File: config.mk
export PLATFORM = sky130hd
export DESIGN_NAME = rpn_exec
export DESIGN_NICKNAME = d
export VERILOG_FILES = /design/src/rtl/rpn_exec.sv
export SDC_FILE = /design/constraint.sdc
export NUM_CORES = 1
export LEC_CHECK = 0
export ABC_CLOCK_PERIOD_IN_PS = 5400
export CORE_UTILIZATION = 50
export CTS_CLUSTER_DIAMETER = 30
export DETAILED_ROUTE_END_ITERATION = 10
export GPL_TIMING_DRIVEN = 0
export PLACE_DENSITY_LB_ADDON = 0.3
export REMOVE_ABC_BUFFERS = 1
export SETUP_SLACK_MARGIN = 0.15
export SYNTH_ARGS = -nofsm -noshare
export SYNTH_HDL_FRONTEND = slang
export SYNTH_SLANG_ARGS = --single-unit
File: constraint.sdc
create_clock -name CLOCK_50 -period 5.4 [get_ports CLOCK_50]
set_input_delay 1.08 -clock CLOCK_50 [delete_from_list [all_inputs] [get_ports CLOCK_50]]
set_output_delay 1.08 -clock CLOCK_50 [all_outputs]
set_load 0.005 [all_outputs]
File: src/rtl/rpn_exec.sv
// RPN stack execution controller: owns the stack pointer, caches TOS in a
// register and sequences writes/reads to a synchronous-read stack RAM.
module rpn_exec #(
    parameter int WIDTH = 8,
    parameter int AW    = 8
) (
    input  logic             CLOCK_50,
    input  logic             reset,
    input  logic             cmd_valid,
    input  logic [2:0]       cmd_op,
    input  logic [WIDTH-1:0] cmd_data,
    output logic             cmd_ready,
    output logic [AW-1:0]    ram_addr,
    output logic [WIDTH-1:0] ram_wdata,
    output logic             ram_we,
    input  logic [WIDTH-1:0] ram_rdata,
    output logic [WIDTH-1:0] top,
    output logic [AW:0]      depth,
    output logic             error
);

    localparam logic [AW:0] DMAX = {1'b1, {AW{1'b0}}};
    localparam logic [AW:0] ONE  = (AW+1)'(1);
    localparam logic [AW:0] TWO  = (AW+1)'(2);

    localparam logic [2:0] OP_PUSH = 3'b000;
    localparam logic [2:0] OP_POP  = 3'b001;
    localparam logic [2:0] OP_ADD  = 3'b010;
    localparam logic [2:0] OP_SUB  = 3'b011;
    localparam logic [2:0] OP_MUL  = 3'b100;
    localparam logic [2:0] OP_AND  = 3'b101;
    localparam logic [2:0] OP_OR   = 3'b110;
    localparam logic [2:0] OP_DUP  = 3'b111;

    typedef enum logic [1:0] {IDLE, WRITE, READ, WAIT} state_t;

    state_t             state;
    logic [WIDTH-1:0]   lat_data;
    logic [2:0]         lat_op;
    logic [WIDTH-1:0]   alu;
    logic [2*WIDTH-1:0] prod;

    assign prod = {{WIDTH{1'b0}}, ram_rdata} * {{WIDTH{1'b0}}, top};

    // a = next-on-stack from RAM, b = cached TOS
    always_comb begin
        alu = ram_rdata;
        unique case (lat_op)
            OP_ADD:  alu = ram_rdata + top;
            OP_SUB:  alu = ram_rdata - top;
            OP_MUL:  alu = prod[WIDTH-1:0];
            OP_AND:  alu = ram_rdata & top;
            OP_OR:   alu = ram_rdata | top;
            default: alu = ram_rdata;
        endcase
    end

    always_comb begin
        ram_addr  = '0;
        ram_wdata = '0;
        unique case (state)
            WRITE: begin
                ram_addr  = AW'(depth - ONE);
                ram_wdata = top;
            end
            READ:    ram_addr = AW'(depth - TWO);
            default: ;
        endcase
    end

    assign ram_we    = (state == WRITE) & ~reset;
    assign cmd_ready = (state == IDLE);

    always_ff @(posedge CLOCK_50) begin
        if (reset) begin
            state    <= IDLE;
            depth    <= '0;
            top      <= '0;
            error    <= 1'b0;
            lat_data <= '0;
            lat_op   <= OP_PUSH;
        end else begin
            unique case (state)
                IDLE: if (cmd_valid) begin
                    lat_op <= cmd_op;
                    unique case (cmd_op)
                        OP_PUSH: begin
                            if (depth == DMAX) begin
                                error <= 1'b1;
                            end else if (depth == '0) begin
                                top   <= cmd_data;
                                depth <= ONE;
                            end else begin
                                lat_data <= cmd_data;
                                state    <= WRITE;
                            end
                        end
                        OP_DUP: begin
                            if (depth == '0 || depth == DMAX) begin
                                error <= 1'b1;
                            end else begin
                                lat_data <= top;
                                state    <= WRITE;
                            end
                        end
                        OP_POP: begin
                            if (depth == '0) begin
                                error <= 1'b1;
                            end else if (depth == ONE) begin
                                depth <= '0;
                                top   <= '0;
                            end else begin
                                state <= READ;
                            end
                        end
                        default: begin
                            if (depth < TWO) error <= 1'b1;
                            else             state <= READ;
                        end
                    endcase
                end
                WRITE: begin
                    top   <= lat_data;
                    depth <= depth + ONE;
                    state <= IDLE;
                end
                READ: state <= WAIT;
                WAIT: begin
                    top   <= alu;
                    depth <= depth - ONE;
                    state <= IDLE;
                end
            endcase
        end
    end

endmodule

Word-level counts from Yosys, hierarchy flattened --
Index checks and enable logic that the tools add are counted. Widths: inputs -> output; s select.
Operators by class: reductions and logical operators 13, add/subtract/negate cells 5, magnitude comparators 1, equal/unequal tests 28, muxes and demuxes 35, multiply operators 1, bitwise gates (word level) 4
Operator list (number):
- $mux 8 | 9
- $pmux 8 s2 | 3
- $mux 9 | 5
- $pmux 8 s5 | 1
- $pmux 9 s3 | 1
- $pmux 8 s3 | 1
- $ne 3x3->1 const B | 7
- $pmux 9 s2 | 1
- $mux 2 | 7
- $ne 2x2->1 const B | 7
- $reduce_and 7->1 | 2
- $eq 3x3->1 const B | 4
- $pmux 2 s3 | 2
- $reduce_and 6->1 | 2
- $add 9x1->9 const B | 1
- $eq 9x1->1 const B | 1
- $eq 9x9->1 const B | 1
- $logic_not 9->1 | 1
- $lt 9x2->1 const B | 1
- $sub 9x1->9 const B | 1
- $add 8x8->8 | 1
- $and 8x8->8 | 1
- $mul 8x8->8 | 1
- $or 8x8->8 | 1
- 20 further kinds | 25
Storage, ports and cells: output and inout bits 36, register bits 31, word-level logic and storage cells 93, input bits 22

Longest topological paths before layout --
word-level depth 6, gate-level depth with buffers 16, depth with buffers taken out 15

Worst setup path after synthesis --
No wires, ideal clock.
path type input to register, start point in ram_rdata[1], end point reg top[7], arrival 4.633 ns, required time 5.312 ns, setup slack 0.679 ns, cell stages on the path 12, setup time 0.088 ns, path buffers 0, cells stage by stage and2_1 > fa_1 > inv_1 > fa_1 > fa_1 > fa_1 > xor2_1 > xnor3_1 > xnor3_1 > xnor3_1 > or3_1 > a311oi_2
Between the ends: cells in the longest elaborated chain, start to end 3, elaborated cells on any way between the ends 5, those cells by class add/sub: 2; mul: 1; mux: 2
Ends and longest elaborated chain:
- start, declared | RTL line 16 | input logic [WIDTH-1:0] ram_rdata,
- $mul 8x8->8 (tied with other cells) | RTL line 43 | assign prod = {{WIDTH{1'b0}}, ram_rdata} * {{WIDTH{1'b0}}, top};
- $pmux 8 s5 * | RTL line 48 | unique case (lat_op)
- $pmux 8 s3 * | RTL line 83 | unique case (state)
- end signal, assigned | RTL line 91 | top <= cmd_data;
- end signal, assigned | RTL line 123 | top <= lat_data;
- end signal, assigned | RTL line 129 | top <= alu;
- end, declared | RTL line 17 | output logic [WIDTH-1:0] top,
Mark *: on every way between the ends. The rest lies on a longest branch, timed or not. A chain may end at the register's enable or synchronous reset.

Worst setup path after layout --
start point in ram_rdata[2], end point reg top[7]
Same word-level chain as after synthesis.

==> summary.txt <==
Logic synthesis
  – Ys Warns: 0
  – Seq cells post-synth: 31
  – Synth async-reset ratio: 0
  – Number of synthesized flops with an enable pin: 0
  – Syn Inst Count: between 500 and 600
  – Mean post-synth cell area: approximately 7.6 um2
  – Top FF cell, synth: dfxtp_1
  – Count of cell types in the netlist: 66
  – Post-Syn Area: between 0.004 and 0.005 mm2
  – Sequential area share after synthesis: 0.1543

Critical path
  – Worst setup SP type: input pin
  – Worst Setup SP: ram_rdata[2]
  – Crit path largest cell delay: between 0.4 and 0.5 ns
  – Critical-path maximum fanout: 9
  – Critical-path cell list: clkdlybuf4s15_1 > and2_1 > fa_1 > inv_1 > fa_1 > fa_1 > fa_1 > xor2_1 > xnor3_1 > xnor3_1 > xnor3_1 > or3_1 > a311oi_2
  – CP Data Required Time: 5.58 ns
  – Kind of critical path: in -> reg
  – Setup crit end kind: flop
  – CP arrival: 5.30 ns
  – CP dominant cell by count: fa_1
  – Slowest cell on crit path: fa_1
  – Reg-to-Reg Start: top[4]

Clock tree
  – Clock Sinks: 31
  – CTS max path bufs: 2
  – Clock-pin transition on the worst setup and hold timing paths: around 0.070 ns
  – Post-CTS setup buffer count: 0
  – Num CTS Buffers: 5
  – CTS tree: built
  – H-tree Lvls: 2
  – Clock insertion delay at the later pin of the skew report: between 0.2 and 0.3 ns
  – CTS root buffer: clkbuf_8

Finish
  – Layout cells sized above 1: 0.03804
  – Final core utilization: 0.5976
  – Final net count: around 620
  – Area Overhead vs Synth: 15.43%
  – Final Cell Area: approximately 0.0046 mm2
  – Ant diodes: 0

Power
  – Static leakage: ~1.9 nW
  – Peak supply drop: ~0.28 mV
  – PwrDens: approximately 600 mW/mm2

Drt
  – Number of DRC markers after the initial detailed-route iteration: about 280
  – Final WL: between 10000 and 15000 um
  – DR pass1 iterations: 5
  – Final ANT Viol Nets: 0
  – Vias per inst: 6.107
  – DR vias: between 3000 and 4000
  – DR WL/cell: about 17 um
  – DRC errors left: 0

Floorplanning
  – Height of the die: between 90 and 100 um
  – Top Ports: just under 60
  – Core footprint: roughly 0.0078 mm2
  – Std-Cell Rows: 32
  – Die W: 91.68 um
  – Starting Density: 0.5177
  – Full die area: ~0.0084 mm2

GRT
  – Total track usage: 0.2738
  – Pin count of the biggest net entering global routing: 33
  – First-pass GRT wire length: roughly 19000 um
  – Initial antenna violation count: 0
  – Vias in the first global route: 3863
  – Grt ovf: 0

STA
  – Slew HR: 0.1044
  – Final Critical Period: between 5 and 6 ns
  – Worst-margin pin slew: around 1.3 ns
  – Final Hold Vio Count: 0
  – Part of the cycle the worst path needs: 0.9479
  – Max Transition Viols Final: 0
  – FMAX: 195.4 MHz
  – RSZ-0062 raised after global routing: no
  – # setup viols final: 0
  – Setup WS post-layout: approximately 0.28 ns
  – Worst clock skew: 0.004137 ns

Outcome
  – Status: finished clean

Place
  – Placed instance area: roughly 0.0045 mm2
  – Number of buffers added on ports: 57
  – DP Worst Slack: -0.2996 ns
  – Post-DP HPWL: just under 8000 um
  – Gpl congestion: 0.8934

Worst hold path
  – Hold Crit Start: error
  – Worst Hold Class: reg -> reg

Run
  – Max Cap Viol: 0
power by group:
| part | switching, mW | leakage [nW] | internal, mW |
|---|---|---|---|
| Combinational | 1.09 | 1.60 | 0.976 |
| Sequential | 0.184 | 0.253 | 0.290 |
| Clock | 0.0969 | 0.0612 | 0.149 |
| Total | 1.37 | 1.92 | 1.42 |
layout make-up:
class | count | area (um2)
fillers | 733 | 3126
multi-input cells | 414 | 3042
flip-flops and latches | 31 | 620.6
repair buffers | 58 | 580.6
inverters | 41 | 153.9
well taps | 102 | 127.6
clock buffers | 6 | 82.58
clock inverters | 2 | 35.03
final timing paths:
kind | endpoint | slack [ns] | cells after the start
max | top[7] | 0.28 | 13
max reg2reg | top[7] | 0.85 | 13
min | error | 0.47 | 2
min reg2reg | error | 0.47 | 2
flip-flops by register name, summed over array words and instances, names as in the netlist:
| name | cells |
|---|---|
| lat_data | 8 |
| error | 1 |
| depth | 9 |
| lat_op | 3 |
| top | 8 |
| state | 2 |
cell usage in the layout (no fill, tap or decap), types with 12 or more instances in the layout:
cell type	instances
a21oi_1	32
inv_1	41
nor2_1	44
fa_1	13
xnor2_1	14
mux2i_1	12
clkdlybuf4s50_1	52
ha_1	38
o21ai_0	21
a211oi_1	18
nand3_1	18
dfxtp_1	31
and2_1	26
nand2_1	50
nor3_1	14
metal layers:
| layer | GRT usage | wire length, um |
|---|---|---|
| met2 | 0.4518 | 5084 |
| met1 | 0.3706 | 5075 |
| met4 | 0.07672 | 121 |
| met5 | 0 | 0 |
| met3 | 0.04146 | 683 |
stage by stage:
stage / setup TNS (ns) / hold WS (ns) / std cells / power, mW
detailed placement: -0.2996 / 0.4666 / 646 / 2.505
global route: 0 / 0.5298 / 654 / 3.066
floorplan: 0 / 0.4605 / 486 / 1.930
finish: 0 / 0.4743 / 654 / 2.783
CTS: 0 / 0.4835 / 654 / 2.770
global placement: -0.2071 / 0.4490 / 645 / 2.439
logic make-up after synthesis:
group                      count (synthesis)  synth area share
AOI/OAI and AO/OA                        139            0.2421
xor gates and xnor gates                  24           0.06441
adders and majority gates                 51            0.1830
buffers and inverters                     81           0.09054
DFF                                       31            0.1543
muxes                                     15           0.04107
and+or+nand+nor                          185            0.2246
worst max-delay path: cells and delay by family:
family / cells / cell delay, ns
xor+xnor: 4 / 1.08
compound gates: 1 / 0.26
simple gates: 2 / 0.69
buf+inv: 2 / 0.44
fa+ha+maj: 4 / 1.74
cells in the mapped netlist (9+ instances only):
| cell | number | area (um2) |
|---|---|---|
| clkbuf_1 | 28 | 105.1 |
| xnor2_1 | 14 | 122.6 |
| nand2_1 | 50 | 187.7 |
| a211oi_1 | 18 | 135.1 |
| and2_1 | 26 | 162.7 |
| nand3_1 | 18 | 90.09 |
| fa_1 | 13 | 260.3 |
| ha_1 | 38 | 475.5 |
| nor2_1 | 44 | 165.2 |
| a21oi_1 | 32 | 160.2 |
| nor3_1 | 14 | 70.07 |
| o21ai_0 | 21 | 105.1 |
| mux2i_1 | 12 | 120.1 |
| inv_1 | 41 | 153.9 |
| nor2b_1 | 9 | 56.30 |
| dfxtp_1 | 31 | 620.6 |
timing repair:
item,CTS,global route
resized for setup,4,2
hold buffers,0,0
endpoints found under the setup margin,1,1
pin swaps,0,0
Note: power is estimated with default switching activity, not from simulation.
